File: config.mk
export PLATFORM = sky130hd
export DESIGN_NAME = game_timer_display
export DESIGN_NICKNAME = d
export VERILOG_FILES = /design/src/rtl/game_timer_display.sv
export SDC_FILE = /design/constraint.sdc
export NUM_CORES = 1
export LEC_CHECK = 0
export ABC_CLOCK_PERIOD_IN_PS = 3300
export CAP_MARGIN = 20
export CORE_MARGIN = 5
export CORE_UTILIZATION = 45
export DETAILED_ROUTE_END_ITERATION = 10
export HOLD_SLACK_MARGIN = 0.1
export SYNTH_ARGS = -nofsm -noshare
export SYNTH_HDL_FRONTEND = slang
export SYNTH_SLANG_ARGS = --single-unit
File: constraint.sdc
create_clock -name CLOCK_50 -period 3.3 [get_ports CLOCK_50]
set_input_delay 0.495 -clock CLOCK_50 [delete_from_list [all_inputs] [get_ports CLOCK_50]]
set_output_delay 0.495 -clock CLOCK_50 [all_outputs]
set_load 0.03 [all_outputs]
File: src/rtl/game_timer_display.sv
// Hex decoder: 4-bit value to active-low 7-segment pattern, bit0=a .. bit6=g.
// Latency: purely combinational.
// Backpressure: none.
module hex_decoder (
  input  logic [3:0] digit,
  output logic [6:0] seg
);
  always_comb begin
    seg = 7'b1111111;
    case (digit)
      4'h0: seg = 7'b1000000;
      4'h1: seg = 7'b1111001;
      4'h2: seg = 7'b0100100;
      4'h3: seg = 7'b0110000;
      4'h4: seg = 7'b0011001;
      4'h5: seg = 7'b0010010;
      4'h6: seg = 7'b0000010;
      4'h7: seg = 7'b1111000;
      4'h8: seg = 7'b0000000;
      4'h9: seg = 7'b0010000;
      4'hA: seg = 7'b0001000;
      4'hB: seg = 7'b0000011;
      4'hC: seg = 7'b1000110;
      4'hD: seg = 7'b0100001;
      4'hE: seg = 7'b0000110;
      4'hF: seg = 7'b0001110;
      default: seg = 7'b1111111;
    endcase
  end
endmodule

// Game step / 1 s tick generator with an MM:SS BCD elapsed-time display (TIMER_SATURATE_EN: hold at 99:59).
// Latency: ticks and display update one cycle after the terminal divider count.
// Backpressure: none; enable low freezes dividers and time, ticks forced low.
module game_timer_display #(
  parameter int FAST_DIV = 2500000,
  parameter int SEC_DIV  = 50000000
) (
  input  logic       CLOCK_50,
  input  logic       resetn,
  input  logic       enable,
  output logic       fast_tick,
  output logic       sec_tick,
  output logic [6:0] HEX0,
  output logic [6:0] HEX1,
  output logic [6:0] HEX2,
  output logic [6:0] HEX3
);
  localparam int FW = $clog2(FAST_DIV);
  localparam int SW = $clog2(SEC_DIV);
  localparam logic [FW-1:0] FAST_MAX = FW'(FAST_DIV - 1);
  localparam logic [SW-1:0] SEC_MAX  = SW'(SEC_DIV - 1);

  logic [FW-1:0] fast_cnt;
  logic [SW-1:0] sec_cnt;
  logic [3:0]    s0, s1, m0, m1;
  logic [3:0]    s0_n, s1_n, m0_n, m1_n;
  logic          sec_wrap;

  always_ff @(posedge CLOCK_50 or negedge resetn) begin
    if (!resetn) begin
      fast_cnt  <= '0;
      fast_tick <= 1'b0;
    end else if (!enable) begin
      fast_tick <= 1'b0;
    end else if (fast_cnt == FAST_MAX) begin
      fast_cnt  <= '0;
      fast_tick <= 1'b1;
    end else begin
      fast_cnt  <= fast_cnt + FW'(1);
      fast_tick <= 1'b0;
    end
  end

  assign sec_wrap = enable && (sec_cnt == SEC_MAX);

  always_ff @(posedge CLOCK_50 or negedge resetn) begin
    if (!resetn) begin
      sec_cnt  <= '0;
      sec_tick <= 1'b0;
    end else if (!enable) begin
      sec_tick <= 1'b0;
    end else if (sec_wrap) begin
      sec_cnt  <= '0;
      sec_tick <= 1'b1;
    end else begin
      sec_cnt  <= sec_cnt + SW'(1);
      sec_tick <= 1'b0;
    end
  end

  // BCD increment with ripple carry s0 -> s1 -> m0 -> m1.
  always_comb begin
    s0_n = s0;
    s1_n = s1;
    m0_n = m0;
    m1_n = m1;
    if (s0 != 4'd9) begin
      s0_n = s0 + 4'd1;
    end else begin
      s0_n = 4'd0;
      if (s1 != 4'd5) begin
        s1_n = s1 + 4'd1;
      end else begin
        s1_n = 4'd0;
        if (m0 != 4'd9) begin
          m0_n = m0 + 4'd1;
        end else begin
          m0_n = 4'd0;
          m1_n = (m1 == 4'd9) ? 4'd0 : m1 + 4'd1;
        end
      end
    end
`ifdef TIMER_SATURATE_EN
    if (m1 == 4'd9 && m0 == 4'd9 && s1 == 4'd5 && s0 == 4'd9) begin
      s0_n = s0;
      s1_n = s1;
      m0_n = m0;
      m1_n = m1;
    end
`endif
  end

  always_ff @(posedge CLOCK_50 or negedge resetn) begin
    if (!resetn) begin
      s0 <= 4'd0;
      s1 <= 4'd0;
      m0 <= 4'd0;
      m1 <= 4'd0;
    end else if (sec_wrap) begin
      s0 <= s0_n;
      s1 <= s1_n;
      m0 <= m0_n;
      m1 <= m1_n;
    end
  end

  hex_decoder u_hex0 (.digit(s0), .seg(HEX0));
  hex_decoder u_hex1 (.digit(s1), .seg(HEX1));
  hex_decoder u_hex2 (.digit(m0), .seg(HEX2));
  hex_decoder u_hex3 (.digit(m1), .seg(HEX3));
endmodule

==> metrics.sh <==
CTS_RESIZED=0
IO-PIN-COUNT=33
FLOORPLAN.CORE_AREA_UM2=9150
MAPPEDNETLISTAREA_UM2=4190
GRT_MAX_DEGREE=67
SYNTH.TOP_CELLS.BY_AREA='dfrtp_1 39%, ha_1 8.4%, xnor2_1 5.2%'
DRIVE_ABOVE_1_SHARE_PCT=6.85
POWER_SWITCHING_SHARE_PCT=25.7
ROUTABILITYCONGESTION=0.814
ANTENNADIODECOUNT=0
YOSYSWARNINGS=0
HOLD_VIOLATIONS=0
CTS-BUFFERS-INSERTED=9
CRITICAL_PATH.CELL_CHAIN='inv_1 -> ha_1 -> nor2_1 -> or3b_2 -> o31ai_1 -> clkdlybuf4s50_1'
SEQUENTIAL_CELL_AREA_UM2=1650
DETAIL_ROUTE.DRC_VIOLATIONS=0
POST-PLACE-WS_PS=570
FIN_SETUP_TNS_PS=0
HTREE_NUM_LEVELS=3
PLACE.PORT_BUFFERS=32
OUTCOME='finished, final reports clean'
CLOCKROOTBUFFER='clkbuf_8'
CLKTRANSATPATHREGS_PS=70
HOLDBUFCOUNTCTS=0
NUM-FILL-CELLS=850
GR-TOTAL-OVERFLOW=0
CAP_VIOL_MAX_COUNT=0
VDD_IR_DROP_MAX_mV=0.330
MAX-SLEW-MARGIN-REL_PCT=45.8
HIGHEST_LAYER='met4'
PLACEDINSTANCEAREA_UM2=4610
CLK-INSERTION-DELAY-LATE_PS=340
PERIOD_NEEDED_PS=3020
TIMING.CLOCK.SKEW_PS=5.77
CRITICAL_PATH.MAX_FANOUT=6
MOST_COMMON_CELL_IN_THE_SYNTHESIZED_NETLIST='dfrtp_1'
MET2_LENGTH_UM=3790
NUM_ROWS=35
SYNTH_FF_TYPE='dfrtp_1'
WL_PER_CELL_UM=13.3
DIE_WIDTH_UM=106
SYNTH_AREA_LEADER_CELL='dfrtp_1'
CRITICAL_PATH.MAX_STAGE_DELAY_PS=700
ROUTE.ANTENNA.REMAINING_NETS=0
SLEW_VIOL_FINAL=0
DRT_WL_TOTAL_UM=8100
CHIPHEIGHT_UM=106
P_SW_mW=0.481
P_INT_mW=1.39
CP.REQUIRED_PS=2800
FIRST_GLOBAL_VIAS=3160
WORST-ENDPOINT-ARRIVAL_PS=2530
FINAL.PERIOD_UTILIZATION_PCT=91.6
POST-ROUTE-CELL-AREA_UM2=4810
HP_CLASS='input pin to async pin'
SYNTHESIS.AREA_PER_INSTANCE_UM2=9.03
COMBINATIONALPOWERSHARE_PCT=10.0
SETUP_VIOL=0
FINAL_CELL_COUNT_NO_FILL=607
DIE-AREA_UM2=11300
UTILIZATION_PCT=52.6
CRITPATHCAPTURETYPE='output pin'
NNETSFINAL=523
GLOBAL_ROUTE_WIRE_LENGTH_BEFORE_REPAIR_UM=14400
ROUTE.VIAS.TOTAL=3315
POWER.SHARE.SEQUENTIAL_PCT=52.9
LONGEST_CLK_PATH_BUFS=2
DETAILED_PLACE_HPWL_UM=5870
SYNTH.YOSYS.SEQ_AREA_SHARE_PCT=39.4
SYNTHDOMINANTCELLAREASHARE_PCT=39.4
REGTOREGSETUPSLACK_PS=1060
NET_COUNT_AFTER_SYNTHESIS=495
POST_SYNTH_NUM_CELL_TYPES=46
GLOBAL_ROUTE.USAGE.TOTAL_PCT=15.4
CTS_TREE='yes'
POWER.SHARE.CLOCK_PCT=37.1
DETAILEDROUTE.FIRSTPASSITERATIONCOUNT=4
SYNTH-SEQ-CELLS=66
FLOORPLAN.INITIALDENSITY_PCT=45.8
MULTIINPUTGATEAREA_UM2=2390
POWER.STATIC_LEAKAGE_nW=2.14
CRIT_SLOWEST_CELL='clkdlybuf4s50_1'
WIRELENGTH_MET1_UM=4000
YS_ASYNC_SR_FRACTION_PCT=100
DP.CELLS=592
POST_SYNTH_EDFFS=0
SYNTHESIZED_INSTANCE_COUNT=464
SLEW_AT_THE_PIN_CLOSEST_TO_ITS_MAX_SLEW_LIMIT_PS=813
FIN_WORST_HOLD_SLACK_PS=327
POST_CTS_BUFFERS=0
INITIAL_ANTENNA_VIOLATION_COUNT=0
CLKSINKCOUNT=66
CRITICAL_PATH.STARTPOINT_TYPE='register'
FINALWORSTSETUPSLACK_PS=279
ACHIEVABLE-FREQUENCY_MHz=331
DRT_ITER0_MARKERS=127
AREA_GROWTH_SYN_TO_LAYOUT_PCT=14.9
MET3_WIRELENGTH_UM=191
POWER_PER_CELL_AREA_nW_PER_UM2=389
VIA_DENSITY_PER_INSTANCE=5.46
CRIT_TYPE='register to output pin'
RSZ0062_AT_GRT='no'
TOTAL_POWER_OF_THE_FINAL_LAYOUT_mW=1.87
YS_TOP_CELLS_BY_COUNT='66 x dfrtp_1, 50 x nor2_1, 48 x nand2_1, 28 x ha_1, 27 x o21ai_0'
power groups by stage:
stage               logic, mW  registers [mW]  clock network, mW
finish                  0.188           0.989              0.693
global route            0.227            1.01              0.764
CTS                     0.194           0.991              0.717
detailed placement      0.194            1.01                  0
global placement        0.187            1.00                  0
floorplan               0.168           0.969                  0
worst max-delay path: cells and delay by family (launching register included):
family,cells,cell delay [ps]
DFF,1,440
buffers and inverters,2,860
adders and majority gates,1,260
AOI/OAI and AO/OA,1,70
and+or+nand+nor,2,550
cell type report:
class / count / share of cell area (%)
Timing Repair Buffer: 38 / 7.49
Sequential cell: 66 / 34.3
Multi-Input combinational cell: 358 / 49.6
Inverter: 19 / 1.48
Clock buffer: 13 / 3.51
Clock inverter: 2 / 0.728
Tap cell: 111 / 2.89
cell usage in the layout, fill, tap and decap left out, drive strengths merged, types with 2 or more instances in the layout:
cell and count:
o22ai 5, nand4 19, and4b 2, a32o 2, nor2b 8, nor4b 3
clkdlybuf4s50 31, clkbuf 13, o31ai 7, mux2i 7, ha 28, or3 2
and2 2, xnor2 25, nand2 48, and3 7, nor3 6, a22o 4
nor4 11, a31oi 5, or3b 2, nand3b 4, inv 19, nor3b 2
o21ai 27, mux4 2, mux2 4, xor2 15, a21oi 8, nand2b 9
and4 6, nor2 50, nand3 24, buf 7, a21o 5, dfrtp 66
worst paths after layout:
check                             startpoint  depth (start not counted)      endpoint
worst max-delay path                   s1[1]                          6       HEX1[0]
worst min register to register  fast_cnt[21]                          1  fast_cnt[21]
worst min-delay path                  resetn                          2         s1[3]
min in group CLOCK_50           fast_cnt[21]                          1  fast_cnt[21]
worst max register to register         s0[1]                          7         s1[3]
max in group asynchronous             resetn                          2   sec_cnt[12]
registers in the layout (all words and copies together) (netlist names):
register   count
sec_cnt       26
fast_cnt      22
m0             4
m1             4
s0             4
s1             4
fast_tick      1
sec_tick       1
cells by family after synthesis:
group                    after synthesis  share of synthesized area (%)
AO/OA/AOI/OAI                         69                           10.3
XOR/XNOR                              40                           8.37
adder cells (fa/ha/maj)               28                           8.37
buffers and inverters                 40                           3.73
flip-flops                            66                           39.4
multiplexers                          13                           3.82
AND/OR/NAND/NOR                      208                           25.9
per-layer routing:
layer | GRT usage (%) | up-vias
li1 | - | 1692
met1 | 19.7 | 1579
met3 | 2.98 | 14
met2 | 26.1 | 30
met5 | 0 | -
met4 | 5.11 | 0
Power figures use the tool's default switching activity.
